## config.mk

```make
export PLATFORM = sky130hd
export DESIGN_NAME = mem_stage_lsu_flat
export DESIGN_NICKNAME = d
export VERILOG_FILES = /design/src/rtl/mem_stage_lsu_if.sv /design/src/rtl/mem_stage_lsu.sv /design/src/flat_wrapper.sv
export SDC_FILE = /design/constraint.sdc
export NUM_CORES = 1
export LEC_CHECK = 0
export ABC_AREA = 1
export CAP_MARGIN = 20
export CELL_PAD_IN_SITES_DETAIL_PLACEMENT = 0
export CELL_PAD_IN_SITES_GLOBAL_PLACEMENT = 1
export CORE_MARGIN = 5
export CORE_UTILIZATION = 30
export DETAILED_ROUTE_END_ITERATION = 16
export PLACE_DENSITY_LB_ADDON = 0.1
export SYNTH_ARGS = -nofsm -noshare
export SYNTH_HDL_FRONTEND = slang
export SYNTH_SLANG_ARGS = --single-unit
```

## constraint.sdc

```tcl
create_clock -name clk_i -period 1.9 [get_ports clk_i]
set_input_delay 0.285 -clock clk_i [delete_from_list [all_inputs] [get_ports clk_i]]
set_output_delay 0.285 -clock clk_i [all_outputs]
set_load 0.005 [all_outputs]
```

## src/rtl/mem_stage_lsu_if.sv

```systemverilog
// EX->MEM payload, RAM request/response and MEM->WB result bundle for the LSU stage.
// master = the stage itself, slave = the surrounding pipeline and memory.
interface mem_stage_lsu_if #(
    parameter int ADDR_WIDTH     = 32,
    parameter int DATA_WIDTH     = 32,
    parameter int RADDR_WIDTH    = 5,
    parameter int CSR_ADDR_WIDTH = 12
);
    logic                      ex_valid;
    logic                      ex_ready;
    logic [ADDR_WIDTH-1:0]     ex_inst_addr;
    logic [RADDR_WIDTH-1:0]    ex_reg_waddr;
    logic                      ex_reg_we;
    logic [DATA_WIDTH-1:0]     ex_reg_wdata;
    logic [3:0]                ex_mem_op;
    logic [ADDR_WIDTH-1:0]     ex_mem_addr;
    logic [DATA_WIDTH-1:0]     ex_mem_data;
    logic [DATA_WIDTH-1:0]     ex_exception;
    logic                      ex_csr_we;
    logic [CSR_ADDR_WIDTH-1:0] ex_csr_waddr;
    logic [DATA_WIDTH-1:0]     ex_csr_wdata;

    logic                      ram_req;
    logic                      ram_we;
    logic [ADDR_WIDTH-1:0]     ram_addr;
    logic [3:0]                ram_be;
    logic [DATA_WIDTH-1:0]     ram_wdata;
    logic                      ram_gnt;
    logic                      ram_rvalid;
    logic [DATA_WIDTH-1:0]     ram_rdata;

    logic                      wb_valid;
    logic [ADDR_WIDTH-1:0]     wb_inst_addr;
    logic [RADDR_WIDTH-1:0]    wb_reg_waddr;
    logic                      wb_reg_we;
    logic [DATA_WIDTH-1:0]     wb_reg_wdata;
    logic                      wb_csr_we;
    logic [CSR_ADDR_WIDTH-1:0] wb_csr_waddr;
    logic [DATA_WIDTH-1:0]     wb_csr_wdata;
    logic [DATA_WIDTH-1:0]     wb_exception;
    logic                      stall;

    modport master (
        input  ex_valid, ex_inst_addr, ex_reg_waddr, ex_reg_we, ex_reg_wdata, ex_mem_op,
               ex_mem_addr, ex_mem_data, ex_exception, ex_csr_we, ex_csr_waddr, ex_csr_wdata,
               ram_gnt, ram_rvalid, ram_rdata,
        output ex_ready, ram_req, ram_we, ram_addr, ram_be, ram_wdata,
               wb_valid, wb_inst_addr, wb_reg_waddr, wb_reg_we, wb_reg_wdata,
               wb_csr_we, wb_csr_waddr, wb_csr_wdata, wb_exception, stall
    );

    modport slave (
        output ex_valid, ex_inst_addr, ex_reg_waddr, ex_reg_we, ex_reg_wdata, ex_mem_op,
               ex_mem_addr, ex_mem_data, ex_exception, ex_csr_we, ex_csr_waddr, ex_csr_wdata,
               ram_gnt, ram_rvalid, ram_rdata,
        input  ex_ready, ram_req, ram_we, ram_addr, ram_be, ram_wdata,
               wb_valid, wb_inst_addr, wb_reg_waddr, wb_reg_we, wb_reg_wdata,
               wb_csr_we, wb_csr_waddr, wb_csr_wdata, wb_exception, stall
    );
endinterface

```

## src/rtl/mem_stage_lsu.sv

```systemverilog
// Registered MEM stage: aligns/extends RAM accesses, flags misalignment and bus timeouts.
// valid 1 cycle after transfer (no bus) or gnt/rvalid-dependent; ready low from transfer until DONE exits.
module mem_stage_lsu #(
    parameter int ADDR_WIDTH     = 32,
    parameter int DATA_WIDTH     = 32,
    parameter int RADDR_WIDTH    = 5,
    parameter int CSR_ADDR_WIDTH = 12,
    parameter int TIMEOUT_CYCLES = 255
) (
    input logic             clk_i,
    input logic             rst_ni,
    mem_stage_lsu_if.master bus
);
    localparam logic [3:0] OP_LB  = 4'h0;
    localparam logic [3:0] OP_LH  = 4'h1;
    localparam logic [3:0] OP_LW  = 4'h2;
    localparam logic [3:0] OP_LBU = 4'h4;
    localparam logic [3:0] OP_LHU = 4'h5;
    localparam logic [3:0] OP_SB  = 4'h8;
    localparam logic [3:0] OP_SH  = 4'h9;
    localparam logic [3:0] OP_SW  = 4'hA;

    localparam logic [DATA_WIDTH-1:0] EXC_LD_MISAL = DATA_WIDTH'(4);
    localparam logic [DATA_WIDTH-1:0] EXC_LD_FAULT = DATA_WIDTH'(5);
    localparam logic [DATA_WIDTH-1:0] EXC_ST_MISAL = DATA_WIDTH'(6);
    localparam logic [DATA_WIDTH-1:0] EXC_ST_FAULT = DATA_WIDTH'(7);

    localparam int CNT_W = (TIMEOUT_CYCLES > 1) ? $clog2(TIMEOUT_CYCLES) : 1;
    localparam logic [CNT_W-1:0] CNT_LAST = CNT_W'((TIMEOUT_CYCLES > 0) ? TIMEOUT_CYCLES - 1 : 0);

    typedef enum logic [1:0] {IDLE, REQ, WAIT, DONE} state_t;

    typedef struct packed {
        logic [ADDR_WIDTH-1:0]     inst_addr;
        logic [RADDR_WIDTH-1:0]    reg_waddr;
        logic [CSR_ADDR_WIDTH-1:0] csr_waddr;
        logic [DATA_WIDTH-1:0]     csr_wdata;
    } pass_t;

    state_t             state;
    pass_t              pass_q;
    logic [3:0]         op_q;
    logic [1:0]         lane_q;
    logic               reg_we_q;
    logic               csr_we_q;
    logic [CNT_W-1:0]   cnt;

    logic                  xfer, is_load, is_store, misal, timeout_hit;
    logic [1:0]            lane;
    logic [3:0]            be;
    logic [DATA_WIDTH-1:0] sdata, rshift, load_val;

    assign xfer        = bus.ex_valid & bus.ex_ready;
    assign lane        = bus.ex_mem_addr[1:0];
    assign timeout_hit = (TIMEOUT_CYCLES != 0) && (cnt == CNT_LAST);
    assign sdata       = bus.ex_mem_data << {lane, 3'b000};
    assign rshift      = bus.ram_rdata >> {lane_q, 3'b000};
    assign bus.stall   = ~bus.ex_ready;

    assign bus.wb_inst_addr = pass_q.inst_addr;
    assign bus.wb_reg_waddr = pass_q.reg_waddr;
    assign bus.wb_csr_waddr = pass_q.csr_waddr;
    assign bus.wb_csr_wdata = pass_q.csr_wdata;

    always_comb begin
        is_load  = 1'b0;
        is_store = 1'b0;
        misal    = 1'b0;
        be       = 4'b1111;
        case (bus.ex_mem_op)
            OP_LB, OP_LBU: begin is_load = 1'b1; be = 4'b0001 << lane; end
            OP_SB:         begin is_store = 1'b1; be = 4'b0001 << lane; end
            OP_LH, OP_LHU: begin is_load = 1'b1; be = 4'b0011 << lane; misal = lane[0]; end
            OP_SH:         begin is_store = 1'b1; be = 4'b0011 << lane; misal = lane[0]; end
            OP_LW:         begin is_load = 1'b1; misal = |lane; end
            OP_SW:         begin is_store = 1'b1; misal = |lane; end
            default: ;
        endcase
    end

    always_comb begin
        case (op_q)
            OP_LB:   load_val = {{(DATA_WIDTH-8){rshift[7]}}, rshift[7:0]};
            OP_LBU:  load_val = {{(DATA_WIDTH-8){1'b0}}, rshift[7:0]};
            OP_LH:   load_val = {{(DATA_WIDTH-16){rshift[15]}}, rshift[15:0]};
            OP_LHU:  load_val = {{(DATA_WIDTH-16){1'b0}}, rshift[15:0]};
            default: load_val = bus.ram_rdata;
        endcase
    end

    always_ff @(posedge clk_i or negedge rst_ni) begin
        if (!rst_ni) begin
            state            <= IDLE;
            pass_q           <= '0;
            op_q             <= '0;
            lane_q           <= '0;
            reg_we_q         <= 1'b0;
            csr_we_q         <= 1'b0;
            cnt              <= '0;
            bus.ex_ready     <= 1'b0;
            bus.ram_req      <= 1'b0;
            bus.ram_we       <= 1'b0;
            bus.ram_addr     <= '0;
            bus.ram_be       <= '0;
            bus.ram_wdata    <= '0;
            bus.wb_valid     <= 1'b0;
            bus.wb_reg_we    <= 1'b0;
            bus.wb_reg_wdata <= '0;
            bus.wb_csr_we    <= 1'b0;
            bus.wb_exception <= '0;
        end else begin
            bus.wb_valid <= 1'b0;
            case (state)
                IDLE: begin
                    bus.ex_ready <= ~xfer;
                    if (xfer) begin
                        pass_q           <= '{bus.ex_inst_addr, bus.ex_reg_waddr,
                                              bus.ex_csr_waddr, bus.ex_csr_wdata};
                        bus.wb_reg_wdata <= bus.ex_reg_wdata;
                        op_q             <= bus.ex_mem_op;
                        lane_q           <= lane;
                        reg_we_q         <= bus.ex_reg_we;
                        csr_we_q         <= bus.ex_csr_we;
                        cnt              <= '0;
                        bus.ram_we       <= is_store;
                        bus.ram_addr     <= {bus.ex_mem_addr[ADDR_WIDTH-1:2], 2'b00};
                        bus.ram_be       <= be;
                        bus.ram_wdata    <= sdata;
                        // Early-out order encodes precedence: upstream exception, then misalignment.
                        if (bus.ex_exception != '0) begin
                            state            <= DONE;
                            bus.wb_valid     <= 1'b1;
                            bus.wb_exception <= bus.ex_exception;
                            bus.wb_reg_we    <= 1'b0;
                            bus.wb_csr_we    <= 1'b0;
                        end else if (!(is_load || is_store)) begin
                            state            <= DONE;
                            bus.wb_valid     <= 1'b1;
                            bus.wb_exception <= '0;
                            bus.wb_reg_we    <= bus.ex_reg_we;
                            bus.wb_csr_we    <= bus.ex_csr_we;
                        end else if (misal) begin
                            state            <= DONE;
                            bus.wb_valid     <= 1'b1;
                            bus.wb_exception <= is_store ? EXC_ST_MISAL : EXC_LD_MISAL;
                            bus.wb_reg_we    <= 1'b0;
                            bus.wb_csr_we    <= 1'b0;
                        end else begin
                            state       <= REQ;
                            bus.ram_req <= 1'b1;
                        end
                    end
                end
                REQ, WAIT: begin
                    if (state == WAIT && bus.ram_rvalid) begin
                        state            <= DONE;
                        bus.wb_valid     <= 1'b1;
                        bus.wb_exception <= '0;
                        bus.wb_reg_we    <= reg_we_q & ~bus.ram_we;
                        bus.wb_csr_we    <= csr_we_q;
                        if (!bus.ram_we) bus.wb_reg_wdata <= load_val;
                    end else if (timeout_hit) begin
                        state            <= DONE;
                        bus.ram_req      <= 1'b0;
                        bus.wb_valid     <= 1'b1;
                        bus.wb_exception <= bus.ram_we ? EXC_ST_FAULT : EXC_LD_FAULT;
                        bus.wb_reg_we    <= 1'b0;
                        bus.wb_csr_we    <= 1'b0;
                    end else begin
                        cnt <= cnt + 1'b1;
                        // rvalid cannot accompany gnt, so WAIT only starts looking a cycle later.
                        if (state == REQ && bus.ram_gnt) begin
                            state       <= WAIT;
                            bus.ram_req <= 1'b0;
                        end
                    end
                end
                DONE: begin
                    state        <= IDLE;
                    bus.ex_ready <= 1'b1;
                end
                default: state <= IDLE;
            endcase
        end
    end
endmodule

```

## src/flat_wrapper.sv

```systemverilog
// flat-port wrapper written by rule: the top's interface ports become plain ports
module mem_stage_lsu_flat 
#(
    parameter int ADDR_WIDTH     = 32,
    parameter int DATA_WIDTH     = 32,
    parameter int RADDR_WIDTH    = 5,
    parameter int CSR_ADDR_WIDTH = 12,
    parameter int TIMEOUT_CYCLES = 255
)
  (clk_i, rst_ni, bus_ex_valid, bus_ex_inst_addr, bus_ex_reg_waddr, bus_ex_reg_we, bus_ex_reg_wdata, bus_ex_mem_op, bus_ex_mem_addr, bus_ex_mem_data, bus_ex_exception, bus_ex_csr_we, bus_ex_csr_waddr, bus_ex_csr_wdata, bus_ram_gnt, bus_ram_rvalid, bus_ram_rdata, bus_ex_ready, bus_ram_req, bus_ram_we, bus_ram_addr, bus_ram_be, bus_ram_wdata, bus_wb_valid, bus_wb_inst_addr, bus_wb_reg_waddr, bus_wb_reg_we, bus_wb_reg_wdata, bus_wb_csr_we, bus_wb_csr_waddr, bus_wb_csr_wdata, bus_wb_exception, bus_stall);
  mem_stage_lsu_if #(.ADDR_WIDTH(ADDR_WIDTH), .DATA_WIDTH(DATA_WIDTH), .RADDR_WIDTH(RADDR_WIDTH), .CSR_ADDR_WIDTH(CSR_ADDR_WIDTH)) bus_i ();
  input logic clk_i;
  input logic rst_ni;
  input wire logic [$bits(bus_i.ex_valid)-1:0] bus_ex_valid;
  input wire logic [$bits(bus_i.ex_inst_addr)-1:0] bus_ex_inst_addr;
  input wire logic [$bits(bus_i.ex_reg_waddr)-1:0] bus_ex_reg_waddr;
  input wire logic [$bits(bus_i.ex_reg_we)-1:0] bus_ex_reg_we;
  input wire logic [$bits(bus_i.ex_reg_wdata)-1:0] bus_ex_reg_wdata;
  input wire logic [$bits(bus_i.ex_mem_op)-1:0] bus_ex_mem_op;
  input wire logic [$bits(bus_i.ex_mem_addr)-1:0] bus_ex_mem_addr;
  input wire logic [$bits(bus_i.ex_mem_data)-1:0] bus_ex_mem_data;
  input wire logic [$bits(bus_i.ex_exception)-1:0] bus_ex_exception;
  input wire logic [$bits(bus_i.ex_csr_we)-1:0] bus_ex_csr_we;
  input wire logic [$bits(bus_i.ex_csr_waddr)-1:0] bus_ex_csr_waddr;
  input wire logic [$bits(bus_i.ex_csr_wdata)-1:0] bus_ex_csr_wdata;
  input wire logic [$bits(bus_i.ram_gnt)-1:0] bus_ram_gnt;
  input wire logic [$bits(bus_i.ram_rvalid)-1:0] bus_ram_rvalid;
  input wire logic [$bits(bus_i.ram_rdata)-1:0] bus_ram_rdata;
  output wire logic [$bits(bus_i.ex_ready)-1:0] bus_ex_ready;
  output wire logic [$bits(bus_i.ram_req)-1:0] bus_ram_req;
  output wire logic [$bits(bus_i.ram_we)-1:0] bus_ram_we;
  output wire logic [$bits(bus_i.ram_addr)-1:0] bus_ram_addr;
  output wire logic [$bits(bus_i.ram_be)-1:0] bus_ram_be;
  output wire logic [$bits(bus_i.ram_wdata)-1:0] bus_ram_wdata;
  output wire logic [$bits(bus_i.wb_valid)-1:0] bus_wb_valid;
  output wire logic [$bits(bus_i.wb_inst_addr)-1:0] bus_wb_inst_addr;
  output wire logic [$bits(bus_i.wb_reg_waddr)-1:0] bus_wb_reg_waddr;
  output wire logic [$bits(bus_i.wb_reg_we)-1:0] bus_wb_reg_we;
  output wire logic [$bits(bus_i.wb_reg_wdata)-1:0] bus_wb_reg_wdata;
  output wire logic [$bits(bus_i.wb_csr_we)-1:0] bus_wb_csr_we;
  output wire logic [$bits(bus_i.wb_csr_waddr)-1:0] bus_wb_csr_waddr;
  output wire logic [$bits(bus_i.wb_csr_wdata)-1:0] bus_wb_csr_wdata;
  output wire logic [$bits(bus_i.wb_exception)-1:0] bus_wb_exception;
  output wire logic [$bits(bus_i.stall)-1:0] bus_stall;
  assign bus_i.ex_valid = bus_ex_valid;
  assign bus_i.ex_inst_addr = bus_ex_inst_addr;
  assign bus_i.ex_reg_waddr = bus_ex_reg_waddr;
  assign bus_i.ex_reg_we = bus_ex_reg_we;
  assign bus_i.ex_reg_wdata = bus_ex_reg_wdata;
  assign bus_i.ex_mem_op = bus_ex_mem_op;
  assign bus_i.ex_mem_addr = bus_ex_mem_addr;
  assign bus_i.ex_mem_data = bus_ex_mem_data;
  assign bus_i.ex_exception = bus_ex_exception;
  assign bus_i.ex_csr_we = bus_ex_csr_we;
  assign bus_i.ex_csr_waddr = bus_ex_csr_waddr;
  assign bus_i.ex_csr_wdata = bus_ex_csr_wdata;
  assign bus_i.ram_gnt = bus_ram_gnt;
  assign bus_i.ram_rvalid = bus_ram_rvalid;
  assign bus_i.ram_rdata = bus_ram_rdata;
  assign bus_ex_ready = bus_i.ex_ready;
  assign bus_ram_req = bus_i.ram_req;
  assign bus_ram_we = bus_i.ram_we;
  assign bus_ram_addr = bus_i.ram_addr;
  assign bus_ram_be = bus_i.ram_be;
  assign bus_ram_wdata = bus_i.ram_wdata;
  assign bus_wb_valid = bus_i.wb_valid;
  assign bus_wb_inst_addr = bus_i.wb_inst_addr;
  assign bus_wb_reg_waddr = bus_i.wb_reg_waddr;
  assign bus_wb_reg_we = bus_i.wb_reg_we;
  assign bus_wb_reg_wdata = bus_i.wb_reg_wdata;
  assign bus_wb_csr_we = bus_i.wb_csr_we;
  assign bus_wb_csr_waddr = bus_i.wb_csr_waddr;
  assign bus_wb_csr_wdata = bus_i.wb_csr_wdata;
  assign bus_wb_exception = bus_i.wb_exception;
  assign bus_stall = bus_i.stall;
  mem_stage_lsu #(.ADDR_WIDTH(ADDR_WIDTH), .DATA_WIDTH(DATA_WIDTH), .RADDR_WIDTH(RADDR_WIDTH), .CSR_ADDR_WIDTH(CSR_ADDR_WIDTH), .TIMEOUT_CYCLES(TIMEOUT_CYCLES)) u_core (.clk_i(clk_i), .rst_ni(rst_ni), .bus(bus_i));
endmodule
```

==> results.py <==
metrics = {
    "synthesis": {
        "synth_flop_cell": "dfrtp_1",
        "synth.distinct_cells": 45,
        "yosysSeqAreaShare": 0.536,
        "syn_area_per_cell_um2": 8.29,
        "synthCells": 1323,
        "synth_area_um2": 11000,
        "synth_edf_count": 0,
        "synth_compound_area_frac": 0.133,
        "synth_top_family_by_area": "simple AND/OR/NAND/NOR gates",
        "synth-simple-area-share": 0.260,
        "synth_fa_ha_area_frac": 0.00685,
        "synth_warnings": 0,
        "yosys_register_bits": 235,
        "synth-xor-area-share": 0.00240,
        "async_reset_ff_frac": 1.00,
        "muxShareOfSynthArea": 0.00456,
    },
    "min_path": {
        "min_path_type": "in2reg",
    },
    "power_and_ir_drop": {
        "leakagePower_nw": 8.26,
        "peakVddDrop_mv": 0.872,
        "fin_total_pwr_mw": 29.5,
        "p_per_area_nw_per_um2": 1660,
    },
    "detailed_routing": {
        "vias": 10700,
        "drtPass1Iterations": 4,
        "drtIter0Drc": 540,
        "via_per_inst": 4.59,
        "drtAntennaViolNets": 0,
        "drc": 0,
        "wl_um": 42900,
        "wl_per_cell_um": 18.5,
    },
    "cts": {
        "clkTransAtPathRegs_ns": 0.06,
        "cts.sinks": 235,
        "cts_tree": "done",
        "cts_buffers": 29,
        "clkLatencyLatePin_ns": 0.55,
        "root_buffer": "clkbuf_16",
        "cts_buffer_depth": 3,
        "cts_max_level": 1,
    },
    "worst_setup_path": {
        "reg2reg_slack_ns": 0.15,
        "worstSetupStartpointType": "flop",
        "cp-end-kind": "output port",
        "crit_fanout": 3,
        "required_ns": 1.62,
        "path_class": "reg2out",
        "critical_path_arrival_ns": 1.54,
    },
    "timing": {
        "period_share": 0.960,
        "drv_slew": 0,
        "timing.hold.ws_ns": 0.0975,
        "setup_viol": 0,
        "tns_ns": 0,
        "finalClockSkew_ns": 0.00773,
        "fmax_mhz": 548,
        "rsz0062_at_grt": "false",
        "period_minus_slack_ns": 1.82,
        "hold_violations": 0,
    },
    "place": {
        "gp_congestion": 0.824,
        "dpl.hpwl_um": 32500,
        "io_buffers": 469,
    },
    "global_routing": {
        "grt-ovfl-total": 0,
        "grt.total_usage": 0.207,
        "grt_pass1_wl_um": 67100,
        "antenna_found_initial": 3,
        "grt_pass1_vias": 11100,
        "grt_max_degree": 55,
    },
    "floorplanning": {
        "io_pins": 472,
        "fp.dieArea_um2": 40500,
        "die_h_um": 201,
        "rows": 70,
        "core-area_um2": 36300,
        "die_w_um": 201,
        "start_util": 0.302,
    },
    "layout": {
        "drive_gt1_frac": 0.111,
        "final_core_util": 0.489,
        "fin_nets": 2090,
        "areaGrowthSynthToFinish_pct": 62.1,
    },
    "outcome": {
        "status": "completed",
    },
    "run": {
        "cap_violations": 0,
    },
}
==> critical path: stages, from the launching register on <==
cell             delay [ns]
dfrtp_1                0.40
inv_1                  0.09
clkdlybuf4s50_1        0.50
==> cells by family (layout without fill, tap and decap cells) <==
family | Yosys count | count (layout)
XOR/XNOR | 3 | 3
flip-flops | 235 | 235
buffers and inverters | 129 | 658
AND/OR/NAND/NOR | 717 | 717
AO/OA/AOI/OAI | 227 | 227
adder cells (fa/ha/maj) | 6 | 6
multiplexers | 5 | 5
other | 1 | 4
==> flip-flops by register name, summed over array words and instances (netlist names), 2 cells and up <==
register and flops:
u_core.bus.wb_csr_wdata 32, u_core.cnt 8, u_core.bus.ram_addr 30, u_core.bus.wb_reg_wdata 32
u_core.lane_q 2, u_core.bus.ram_wdata 32, u_core.bus.ram_be 4, u_core.op_q 4
u_core.state 2, u_core.bus.wb_reg_waddr 5, u_core.bus.wb_exception 32, u_core.bus.wb_inst_addr 32
u_core.bus.wb_csr_waddr 12
==> per-stage QoR <==
stage               std cells  worst slack (ns)  area (µm²)
finish                   2323            0.0766       17800
global route             2322           0.00599       17800
CTS                      2319            0.0324       17700
detailed placement       2266            -0.130       16700
global placement         2266           -0.0839       16700
floorplan                1324             0.255       11000
==> metal layers <==
metal / share of wire / wire length, µm / up-vias / track usage
met3: 0.096 / 4140 / 48 / 0.0835
met2: 0.46 / 19800 / 375 / 0.334
met1: 0.42 / 17900 / 4960 / 0.262
met5: 0.00093 / 40 / - / 0
li1: - / - / 5280 / -
met4: 0.023 / 1000 / 4 / 0.0464
==> report_power, final <==
group,total (mW),internal (mW),switching (mW)
combinational,15.1,7.50,7.62
clock,5.86,3.65,2.21
sequential,8.52,7.25,1.26
==> final timing paths <==
path	start	end	depth (start not counted)
max	u_core.bus.ex_ready$_DFFE_PN0P_	bus_stall	2
min	bus_ex_mem_addr[0]	u_core.lane_q[0]$_DFFE_PN0P_	3
max reg2reg	u_core.state[0]$_DFFE_PN0P_	u_core.bus.wb_reg_wdata[16]$_DFFE_PN0P_	11
min reg2reg	u_core.bus.wb_csr_waddr[9]$_DFFE_PN0P_	u_core.bus.wb_csr_waddr[9]$_DFFE_PN0P_	2
max in group asynchronous	rst_ni	u_core.bus.ram_addr[14]$_DFFE_PN0P_	3
min in group asynchronous	rst_ni	u_core.bus.wb_exception[13]$_DFFE_PN0P_	2
==> layout by cell type, fill, tap and decap left out, types with 4 or more instances in the layout <==
| cell type | instances |
|---|---|
| nand3_1 | 31 |
| nor2_4 | 5 |
| nand4_1 | 4 |
| clkbuf_1 | 4 |
| buf_4 | 64 |
| inv_2 | 6 |
| nor2_1 | 54 |
| o211ai_1 | 36 |
| inv_1 | 43 |
| clkdlybuf4s50_1 | 467 |
| o221ai_1 | 11 |
| o31ai_1 | 5 |
| o21ai_2 | 29 |
| o21ai_0 | 55 |
| clkbuf_16 | 29 |
| ha_1 | 5 |
| nor2_2 | 4 |
| buf_12 | 21 |
| a21oi_1 | 73 |
| clkbuf_8 | 8 |
| nand2_1 | 600 |
| nand2_2 | 12 |
| bufinv_16 | 4 |
| mux2i_1 | 5 |
| dfrtp_1 | 234 |
| o311ai_1 | 5 |
==> cell usage after synthesis, types with 5 or more instances <==
cell,number,share of area
buf_6,5,0.0051
a21oi_1,73,0.033
inv_2,6,0.0021
o221ai_1,11,0.0088
buf_2,25,0.011
o31ai_1,5,0.0034
mux2i_1,5,0.0046
nand3_1,31,0.014
o21ai_0,55,0.025
ha_1,6,0.0068
o311ai_1,5,0.0040
o211ai_1,36,0.025
clkbuf_1,34,0.012
dfrtp_1,235,0.54
o21ai_2,29,0.023
nor2_4,5,0.0051
nand2_1,600,0.21
inv_1,44,0.015
buf_4,7,0.0048
nand2_2,12,0.0068
nor2_1,54,0.018
==> repair_timing <==
| action | 4_1_cts | 5_1_grt |
|---|---|---|
| hold buffers | 1 | 0 |
| gates resized for setup | 1 | 2 |
| endpoints found under the hold margin | 40 | 0 |
| setup endpoints to repair | 1 | 35 |
| buffers inserted | 0 | 2 |
==> layout make-up <==
class	instances	area [µm²]
Antenna cell	2	5.00
Tap cell	468	586
Clock inverter	11	169
Clock buffer	41	851
Multi-Input combinational cell	960	4480
Fill cell	3530	18600
Sequential cell	235	5880
Inverter	51	196
Timing Repair Buffer	555	5610
Power figures use the tool's default switching activity.
